--- config.mk ---
export PLATFORM = sky130hd
export DESIGN_NAME = booth_iter_multiplier
export DESIGN_NICKNAME = d
export VERILOG_FILES = /design/src/rtl/booth_iter_multiplier.sv
export SDC_FILE = /design/constraint.sdc
export NUM_CORES = 1
export LEC_CHECK = 0
export CORE_AREA = 2 2 235 237
export CTS_CLUSTER_SIZE = 20
export DETAILED_ROUTE_END_ITERATION = 10
export DIE_AREA = 0 0 237 239
export GPL_TIMING_DRIVEN = 0
export HOLD_SLACK_MARGIN = 0.08
export PLACE_DENSITY = 0.57
export SYNTH_ARGS = -nofsm -noshare
export SYNTH_HDL_FRONTEND = slang
export SYNTH_SLANG_ARGS = --single-unit
--- constraint.sdc ---
create_clock -name Clk -period 21.4 [get_ports Clk]
set_input_delay 4.28 -clock Clk [delete_from_list [all_inputs] [get_ports Clk]]
set_output_delay 4.28 -clock Clk [all_outputs]
set_load 0.02 [all_outputs]
--- src/rtl/booth_iter_multiplier.sv ---
// Iterative radix-2^DIGIT signed/unsigned multiplier: magnitudes are accumulated DIGIT bits per cycle, sign applied in FIX.
// Optional build macro BOOTH_MULT_EARLY_EXIT_EN: leave CALC as soon as the remaining multiplier bits are zero.
module booth_iter_multiplier #(
  parameter int WIDTH = 32,
  parameter int DIGIT = 4
) (
  input  logic                 Clk,
  input  logic                 Reset,
  input  logic                 En,
  input  logic                 Start,
  input  logic                 Sign,
  input  logic [WIDTH-1:0]     A,
  input  logic [WIDTH-1:0]     B,
  output logic                 Busy,
  output logic                 Done,
  output logic [2*WIDTH-1:0]   Product
);

  localparam int PW   = 2 * WIDTH;
  localparam int NDIG = WIDTH / DIGIT;
  localparam int CW   = $clog2(NDIG + 1);
  localparam int DL   = $clog2(DIGIT);

  typedef enum logic [1:0] {S_IDLE, S_CALC, S_FIX} state_e;

  state_e            state_q, state_d;
  logic [WIDTH-1:0]  mag_a_q, mag_a_d;
  logic [WIDTH-1:0]  mag_b_q, mag_b_d;
  logic              neg_q, neg_d;
  logic [PW-1:0]     acc_q, acc_d;
  logic [CW-1:0]     cnt_q, cnt_d;
  logic              busy_q, busy_d;
  logic              done_q, done_d;
  logic [PW-1:0]     product_q, product_d;

  logic [PW-1:0]     digit_mult;
  logic [PW-1:0]     digit_shifted;
  logic [CW+1:0]     shamt;
  logic [WIDTH-1:0]  mag_b_next;
  logic              last_digit;

  // Digit multiple built from shifted copies of magA selected by the low multiplier bits.
  always_comb begin
    digit_mult = '0;
    for (int i = 0; i < DIGIT; i++) begin
      if (mag_b_q[i]) digit_mult = digit_mult + (PW'(mag_a_q) << i);
    end
    shamt         = {2'b00, cnt_q} << DL;
    digit_shifted = digit_mult << shamt;
    mag_b_next    = mag_b_q >> DIGIT;
`ifdef BOOTH_MULT_EARLY_EXIT_EN
    last_digit    = (mag_b_next == '0) || (cnt_q == CW'(NDIG - 1));
`else
    last_digit    = (cnt_q == CW'(NDIG - 1));
`endif
  end

  // NOTE: every signal assigned here gets a default first, so no path can leave a latch behind.
  always_comb begin
    state_d   = state_q;
    mag_a_d   = mag_a_q;
    mag_b_d   = mag_b_q;
    neg_d     = neg_q;
    acc_d     = acc_q;
    cnt_d     = cnt_q;
    busy_d    = busy_q;
    done_d    = 1'b0;
    product_d = product_q;
    case (state_q)
      S_IDLE: begin
        if (Start) begin
          mag_a_d = (Sign && A[WIDTH-1]) ? -A : A;
          mag_b_d = (Sign && B[WIDTH-1]) ? -B : B;
          neg_d   = Sign & (A[WIDTH-1] ^ B[WIDTH-1]);
          acc_d   = '0;
          cnt_d   = '0;
          busy_d  = 1'b1;
          state_d = S_CALC;
        end
      end
      S_CALC: begin
        acc_d   = acc_q + digit_shifted;
        mag_b_d = mag_b_next;
        cnt_d   = cnt_q + CW'(1);
        if (last_digit) state_d = S_FIX;
      end
      S_FIX: begin
        product_d = neg_q ? -acc_q : acc_q;
        done_d    = 1'b1;
        busy_d    = 1'b0;
        state_d   = S_IDLE;
      end
      default: state_d = S_IDLE;
    endcase
  end

  // NOTE: state is updated only with non-blocking assignments so all flops sample the same pre-edge values.
  always_ff @(posedge Clk) begin
    if (Reset) begin
      state_q   <= S_IDLE;
      mag_a_q   <= '0;
      mag_b_q   <= '0;
      neg_q     <= 1'b0;
      acc_q     <= '0;
      cnt_q     <= '0;
      busy_q    <= 1'b0;
      done_q    <= 1'b0;
      product_q <= '0;
    end else if (En) begin
      state_q   <= state_d;
      mag_a_q   <= mag_a_d;
      mag_b_q   <= mag_b_d;
      neg_q     <= neg_d;
      acc_q     <= acc_d;
      cnt_q     <= cnt_d;
      busy_q    <= busy_d;
      done_q    <= done_d;
      product_q <= product_d;
    end
  end

  assign Busy    = busy_q;
  assign Done    = done_q;
  assign Product = product_q;

endmodule

# Word level (Yosys, flattened, before mapping)
# Index checks and enable logic that the tools add are counted.
totals:
  register_bits: 201
  out_inout_bits: 66
  word_cells: 54
op_classes:
  mux: 19
  n_reduce_logical: 10
  n_eq_ne: 5
  n_bitwise: 2
  addsub: 8
  shifts: 1
op_table:
  columns: ["op", "n"]
  rows:
  - ["64-bit 2-to-1 mux", 5]
  - ["32-bit 2-to-1 mux", 4]
  - ["64-bit case mux with 2 select lines", 1]
  - ["64-bit by 34-bit adder with 64-bit output", 1]
  - ["64-bit by 35-bit adder with 64-bit output", 1]
  - ["64-bit adder", 1]
  - ["32-bit negation", 2]
  - ["64-bit negation", 1]
  - ["32-bit case mux with 2 select lines", 1]
  - ["64-bit by 6-bit << shifter with 64-bit output", 1]
  - ["32-bit by 33-bit adder with 34-bit output", 1]
  - ["3-bit AND reduction", 4]
  - ["4-bit case mux with 2 select lines", 1]
  - ["4-bit by 1-bit adder with 4-bit output (second input constant)", 1]
  - ["4-bit by 3-bit == test with 1-bit output (second input constant)", 1]
  - ["2-bit 2-to-1 mux", 2]
  - ["4-bit 2-to-1 mux", 1]
  - ["2-bit != test (second input constant)", 2]
  - ["2-bit case mux with 2 select lines", 1]
  - ["2-bit nonzero test", 2]
  - ["2-bit by 1-bit == test with 1-bit output (second input constant)", 1]
  - ["2-bit == test (second input constant)", 1]
  - ["1-bit logical AND", 2]
  - ["2-bit logical NOT", 1]
  - ["5 further kinds", 6]

# Depth between registers and ports, before layout
# Gate-level depths: netlist of the first run.
depth:
  ltp_word: 10
  depth_mapped: 53

# Worst setup path before layout of the first run
# OpenSTA, ideal clock, no wires.
synth_path:
  kind: "reg-to-reg"
  start: "register mag_b_q[0]"
  end: "register acc_q[62]"
  stages_incl_launch_ff: 48
  t_arrival_ns: 10.179
  slack_ns: 11.125
  setup_time_ns: 0.095
  period_less_slack_ns: 10.275
  path_cell_list: "dfxtp_1 > buf_2 > clkbuf_1 > clkbuf_1 > clkbuf_1 > and2_1 > ha_1 > a21oi_1 > o21ai_0 > nor2b_1 > a211oi_1 > o211ai_2 > a21o_1 > a32o_1 > ha_1 > nand2_1 > or3_1 > a211oi_1 > [... 12 more ...] > mux2_2 > nor2_2 > a21oi_1 > and2_1 > ha_1 > clkbuf_1 > nand2_1 > or3_1 > a2111oi_2 > o31ai_1 > a2111oi_0 > or2_1 > a221oi_2 > o21ai_2 > a21oi_1 > or2_1 > a2111o_1 > o311ai_1"
synth_between:
  elab_chain_len: 10
synth_rtl:
  columns: ["element", "line_no", "rtl"]
  rows:
  - ["start: declaration", "28", "logic [WIDTH-1:0] mag_b_q, mag_b_d;"]
  - ["start signal: assignment", "112", "mag_b_q <= mag_b_d;"]
  - ["32-bit 2-to-1 mux (*)", "46", "if (mag_b_q[i]) digit_mult = digit_mult + (PW'(mag_a_q) << i);"]
  - ["32-bit by 33-bit adder with 34-bit output", "46", null]
  - ["64-bit 2-to-1 mux (*)", "46", null]
  - ["64-bit by 34-bit adder with 64-bit output", "46", null]
  - ["64-bit 2-to-1 mux (*)", "46", null]
  - ["64-bit by 35-bit adder with 64-bit output", "46", null]
  - ["64-bit 2-to-1 mux (*)", "46", null]
  - ["64-bit by 6-bit << shifter with 64-bit output (*)", "49", "digit_shifted = digit_mult << shamt;"]
  - ["64-bit adder (*)", "82", "acc_d = acc_q + digit_shifted;"]
  - ["64-bit case mux with 2 select lines (*)", "69", "case (state_q)"]
  - ["end signal: assignment", "104", "acc_q <= '0;"]
  - ["end signal: assignment", "114", "acc_q <= acc_d;"]
  - ["end: declaration", "30", "logic [PW-1:0] acc_q, acc_d;"]
# Every way passes the cells marked *; elsewhere a longest branch is shown, timed or not.
# A chain may end at the register's enable or synchronous reset.

# Final worst setup path of the first run
# Ends and elaborated chain as after synthesis.

==> impl_results.md, run 1 <==
- Worst Tran Pin Value: 1.13 ns
- Comb pwr share: 29.6%
- Setup violators final: 0
- Root Driver: clkbuf_16
- Worst setup SP type: flop
- Slowest cell delay on critical path: 0.68 ns
- Ys Warns: 0
- I/O pin cnt: 135
- Max Clock Freq: 0.0733 GHz
- Critical path endpoint: acc_q[62]$_SDFFE_PP0P_
- Post-synth top cells: nor2_1 (339), nand2_1 (289), a21oi_1 (277)
- Mapped Cells: 2967
- Clk_lat worst skew: 0.55 ns
- Leakage: 0.0103 uW
- Layout cells sized above 1: 3.97%
- Final Hold Violating Endpoints: 0
- Slew Limit Fails: 0
- Required time of the critical path: 21.85 ns
- GRT overflow: 0
- Initial antenna violation count: 3
- Remaining antenna violation count: 0
- Arrival time at the worst endpoint: 14.10 ns
- TNS Setup: 0 ns
- Max-capacitance violation count: 0
- Multi-input logic area: 16500 um2
- Total track usage: 29.2%
- FF-to-FF Start: mag_b_q[0]$_SDFFE_PP0P_
- Seq pwr share: 33.7%
- Top FF cell, synth: dfxtp_1
- Clock Path Buffers: 3
- FF-to-FF setup slack: 7.75 ns
- Leading area contributor after synthesis: dfxtp_1
- First-pass GRT wire length: 129 mm
- Fin crit share: 63.8%
- Minimum clock period: 13.65 ns
- TritonCTS clock tree: built
- Mapped Area: 21400 um2
- Synth top area cells: dfxtp_1 (19%), ha_1 (9.3%), a21oi_1 (6.5%)
- Rows: 86
- Reg2Reg Capture Point: acc_q[62]$_SDFFE_PP0P_
- Depth of the most critical reg-to-reg path: 48
- Maximum VDD drop: 0.0457 mV
- DRT Pass-1 Iters: 6
- Die span in y: 239 um
- Port Buf Inserts: 134
- Setup crit end kind: flop
- Net Sw Frac: 35.8%
- Flops & latches, synth: 201
- Most numerous cell in the Yosys netlist: nor2_1
- Clock Power Share: 36.7%
- Final wirelength: 86.4 mm
- Starting Density: 39.5%
- Maximum fanout along the worst path: 10
- Sequential standard cell area: 4020 um2
- Syn-to-layout area delta: 14.4%
- Vias per inst: 6.08
- TritonCTS Buffers: 25
- Filler instances: 5565
- Status: finished, final reports clean
- DRT iter0 DRCs: 2138
- Seq/Total Area, Yosys: 18.8%
- Vias in the first global route: 22100
- Worst hold path class: reg -> reg
- Via count: 23400
- Crit-path slowest cell: clkbuf_1
- Total setup buffers inserted after CTS: 0
- PostCTS Resize Cnt: 0
- Worst Setup SP: mag_b_q[0]$_SDFFE_PP0P_
- Drt drc: 0
- Drt wl/cell: 22.4 um
- Count of cell types in the netlist: 100
- Synthesized Nets: 3200
- DIE AREA: 56600 um2
- Final nets: 3364
- Ys async rst share: 0%
- Pin count of the biggest net entering global routing: 13
- Avg Cell Area, Syn: 7.23 um2
- Final hold slack: 0.458 ns
- Post-DP HPWL: 70.8 mm
- Yosys top cell area share: 18.8%
- P_sw: 432 uW
- CORE AREA: 54300 um2
- Chip Width: 237 um
- PD cells: 49.1 nW/um2
- Clock Skew: 0.0105 ns
- Crit Path Class: reg -> reg
- GPL Wtd Cong: 1.02
- Relative slew margins: 25.0%
- Hold Buf Count CTS: 0
- Post-synth EDFFs: 0
- Clock-pin slew on the worst setup and hold paths: 0.06 ns
- CTS sink cnt: 201
- Cell internal pwr: 773 uW
- RSZ-0062 raised after global routing: false
- Clock H-tree levels: 1
-- cell type report --
cell class | count | share of cell area (%)
Antenna cell | 1 | 0.0102
Buffer | 171 | 2.66
Clock buffer | 36 | 2.88
Clock inverter | 9 | 0.546
Inverter | 63 | 0.964
Multi-Input combinational cell | 2532 | 67.4
Sequential cell | 201 | 16.4
Tap cell | 704 | 3.59
Timing Repair Buffer | 137 | 5.56
-- worst min-delay path by stage --
stage,startpoint,endpoint,slack (ns),depth (start not counted)
after floorplan,mag_b_q[28]$_SDFFE_PP0P_,mag_b_q[28]$_SDFFE_PP0P_,0.44,2
after global placement,Product[54]$_SDFFE_PP0P_,Product[54]$_SDFFE_PP0P_,0.45,2
after detailed placement,Product[62]$_SDFFE_PP0P_,Product[62]$_SDFFE_PP0P_,0.45,2
after CTS,Product[44]$_SDFFE_PP0P_,Product[44]$_SDFFE_PP0P_,0.46,2
after global routing,Product[54]$_SDFFE_PP0P_,Product[54]$_SDFFE_PP0P_,0.48,2
final,Product[44]$_SDFFE_PP0P_,Product[44]$_SDFFE_PP0P_,0.46,2
-- stage by stage --
| step | power (uW) | std cells | utilization (%) | setup slack [ns] | cell area [um2] |
|---|---|---|---|---|---|
| floorplan | 633 | 2967 | - | 11.13 | 21400 |
| global placement | 756 | 3805 | 43.5 | 7.96 | 23700 |
| CTS | 1200 | 3853 | 45.1 | 7.97 | 24500 |
| global route | 1250 | 3853 | 45.2 | 7.07 | 24500 |
| detailed placement | 760 | 3808 | 43.6 | 8.05 | 23700 |
| finish | 1200 | 3854 | 45.2 | 7.75 | 24500 |
-- worst max-delay path: cells and delay by family (launching register included) --
kind / cells / cell delay [ns]
flip-flops: 1 / 0.37
buffers and inverters: 4 / 1.77
multiplexers: 1 / 0.35
XOR/XNOR: 2 / 0.29
AO/OA/AOI/OAI: 26 / 7.22
adder cells (fa/ha/maj): 4 / 1.38
AND/OR/NAND/NOR: 11 / 2.14
-- per-layer routing --
metal / GRT usage, % / part of all wire (%)
met5: 0 / 0.029
met4: 9.32 / 3.4
met3: 3.13 / 6.7
met1: 39.2 / 44
met2: 49.1 / 46
-- registers in the layout (all words and copies together) (netlist names) --
signal and count:
state_q 2, Done 1, neg_q 1, mag_a_q 32, Product 64, cnt_q 4
acc_q 64, mag_b_q 32, Busy 1
-- cell families after synthesis --
| kind of cell | count (synthesis) | share of synthesized area [%] |
|---|---|---|
| adder cells (fa/ha/maj) | 166 | 9.81 |
| multiplexers | 61 | 3.23 |
| AND/OR/NAND/NOR | 1046 | 22.8 |
| XOR/XNOR | 242 | 9.89 |
| AO/OA/AOI/OAI | 1017 | 31.3 |
| buffers and inverters | 234 | 4.15 |
| flip-flops | 201 | 18.8 |
-- power by group through the flow --
stage                     Combinational [uW]  Sequential, uW  Clock, uW
after CTS                                349             405        451
after global placement                   343             413          0
after floorplan                          230             403          0
final                                    357             405        442
after detailed placement                 347             413          0
after global routing                     382             406        462
-- cell usage in the layout (no fill, tap or decap), types with 27 or more instances in the layout --
cell	n
nor2_1	338
nand2_1	289
a21oi_1	277
dfxtp_1	201
o21ai_0	184
ha_1	160
clkbuf_1	155
xor2_1	137
clkdlybuf4s50_1	134
a211oi_1	126
xnor2_1	105
a21o_1	95
nand3_1	84
inv_1	62
nor3_1	57
and2_1	54
o31ai_1	41
nand2b_1	34
mux2i_1	31
a31oi_1	31
nand4_1	30
or3_1	28
and3_1	27
(Power assumes the default switching activity.)
==> run 2: changes to the inputs <==
==> constraint.sdc (replaced) <==
create_clock -name Clk -period 14.16 [get_ports Clk]
set_input_delay 2.832 -clock Clk [delete_from_list [all_inputs] [get_ports Clk]]
set_output_delay 2.832 -clock Clk [all_outputs]
set_load 0.02 [all_outputs]
==> impl_results.md, run 2 (synthesis results as in run 1) <==
- Status: finished, final reports clean
- CORE AREA: 54300 um2
- Worst Setup SP: mag_b_q[0]$_SDFFE_PP0P_
- DP Area: 23700 um2
- TritonCTS Buffers: 25
- Clk_lat worst skew: 0.55 ns
- Worst hold path class: reg -> reg
- Clock Path Buffers: 3
- Pin count of the biggest net entering global routing: 13
- DRT Pass-1 Iters: 5
- Arrival time at the worst endpoint: 13.80 ns
- Met2 routed WL: 39.3 mm
- FF-to-FF Start: mag_b_q[0]$_SDFFE_PP0P_
- Most frequent cells in the layout: nor2_1 (338), nand2_1 (289), a21oi_1 (277)
- Total track usage: 29.2%
- Remaining antenna violation count: 0
- DRT iter0 DRCs: 2073
- Leakage: 0.0103 uW
- Max-capacitance violation count: 0
- Clock H-tree levels: 1
- Total power: 1820 uW
- Starting Density: 39.5%
- Cells after DPL: 3808
- Most common cell after layout, fill and taps aside: nor2_1
- Root Driver: clkbuf_16
- Clock-pin slew on the worst setup and hold paths: 0.06 ns
- Syn-to-layout area delta: 14.5%
- Fin area: 24500 um2
- Setup violators final: 0
- Slew Limit Fails: 0
- Filler instances: 5563
- Initial antenna violation count: 3
- DR top layer: met5
- Final cell count without fillers: 3856
- CTS sink cnt: 201
- First-pass GRT wire length: 129 mm
- Die span in y: 239 um
- Crit Path Class: reg -> reg
- Fin crit share: 94.3%
- Hold Buf Count CTS: 0
- Routed wire length on met3: 5.96 mm
- Vias in the first global route: 22100
- I/O pin cnt: 135
- Relative slew margins: 23.7%
- Drt wl/cell: 22.4 um
- GRT overflow: 0
- Crit-path slowest cell: a311oi_1
- Final wirelength: 86.3 mm
- Hold_sp: Product[44]$_SDFFE_PP0P_
- Post-DP HPWL: 70.8 mm
- Final nets: 3364
- Chip Width: 237 um
- Via count: 23400
- RSZ-0062 raised after global routing: false
- Minimum clock period: 13.35 ns
- Worst setup SP type: flop
- Max Clock Freq: 0.0749 GHz
- Required time of the critical path: 14.61 ns
- Port Buf Inserts: 134
- TNS Setup: 0 ns
- Layout cells sized above 1: 4.00%
- GPL Wtd Cong: 1.02
- DIE AREA: 56600 um2
- TritonCTS clock tree: built
- Rows: 86
- PD cells: 74.2 nW/um2
- Met1 wire length: 38.0 mm
- Final Hold Violating Endpoints: 0
- Worst Tran Pin Value: 1.14 ns
- Clock Skew: 0.0119 ns
- Maximum VDD drop: 0.0690 mV
- Vias per inst: 6.07
- Drt drc: 0
- Slowest cell delay on critical path: 0.53 ns
- Maximum fanout along the worst path: 10
- Setup crit end kind: flop
run 2: cell types whose count changed in the layout (fill, tap and decap cells not counted), sizes merged:
cell,before,now
diode,1,3
run 2: power by group:
group	switching [uW]	internal, uW
registers	29.8	583
logic	356	183
clock network	267	402
run 2: path summary, 6_finish.rpt:
| check | to | slack [ns] | depth (start not counted) |
|---|---|---|---|
| hold reg to reg | Product[44]$_SDFFE_PP0P_ | 0.46 | 2 |
| hold / removal | Product[44]$_SDFFE_PP0P_ | 0.46 | 2 |
| setup reg to reg | acc_q[62]$_SDFFE_PP0P_ | 0.81 | 48 |
| setup / recovery | acc_q[62]$_SDFFE_PP0P_ | 0.81 | 48 |
run 2: critical path: cells and delay by family (launching register included):
family          cells  cell delay, ns
buf+inv             4            1.51
simple gates       11            2.14
xor+xnor            2            0.29
fa+ha+maj           4            1.37
flops               1            0.37
compound gates     26            7.19
mux                 1            0.35
run 2: timing repair:
item,CTS,global route
gates resized for setup,0,2
setup endpoints to repair,0,2
buffers inserted,0,0
run 2: per-layer routing:
metal,GRT usage [%],vias up
met5,0,-
li1,-,11200
met4,9.32,4
met2,49.1,927
met3,3.13,164
met1,39.2,11100
run 2: cell type report:
cell class / count / area, um2 / area share, %
Tap cell: 704 / 881 / 3.59
Clock buffer: 36 / 707 / 2.88
Inverter: 63 / 236 / 0.964
Antenna cell: 3 / 7.51 / 0.0306
Multi-Input combinational cell: 2532 / 16500 / 67.4
Timing Repair Buffer: 137 / 1370 / 5.56
Clock inverter: 9 / 134 / 0.545
Buffer: 171 / 654 / 2.67
Sequential cell: 201 / 4020 / 16.4
run 2: metrics by stage:
step                      util [%]  hold slack [ns]  setup WS (ns)
after floorplan                  -            0.444           3.89
after global placement        43.5            0.447          0.722
after detailed placement      43.6            0.450          0.811
after CTS                     45.1            0.464          0.727
after global routing          45.2            0.476         0.0819
final                         45.2            0.458          0.810
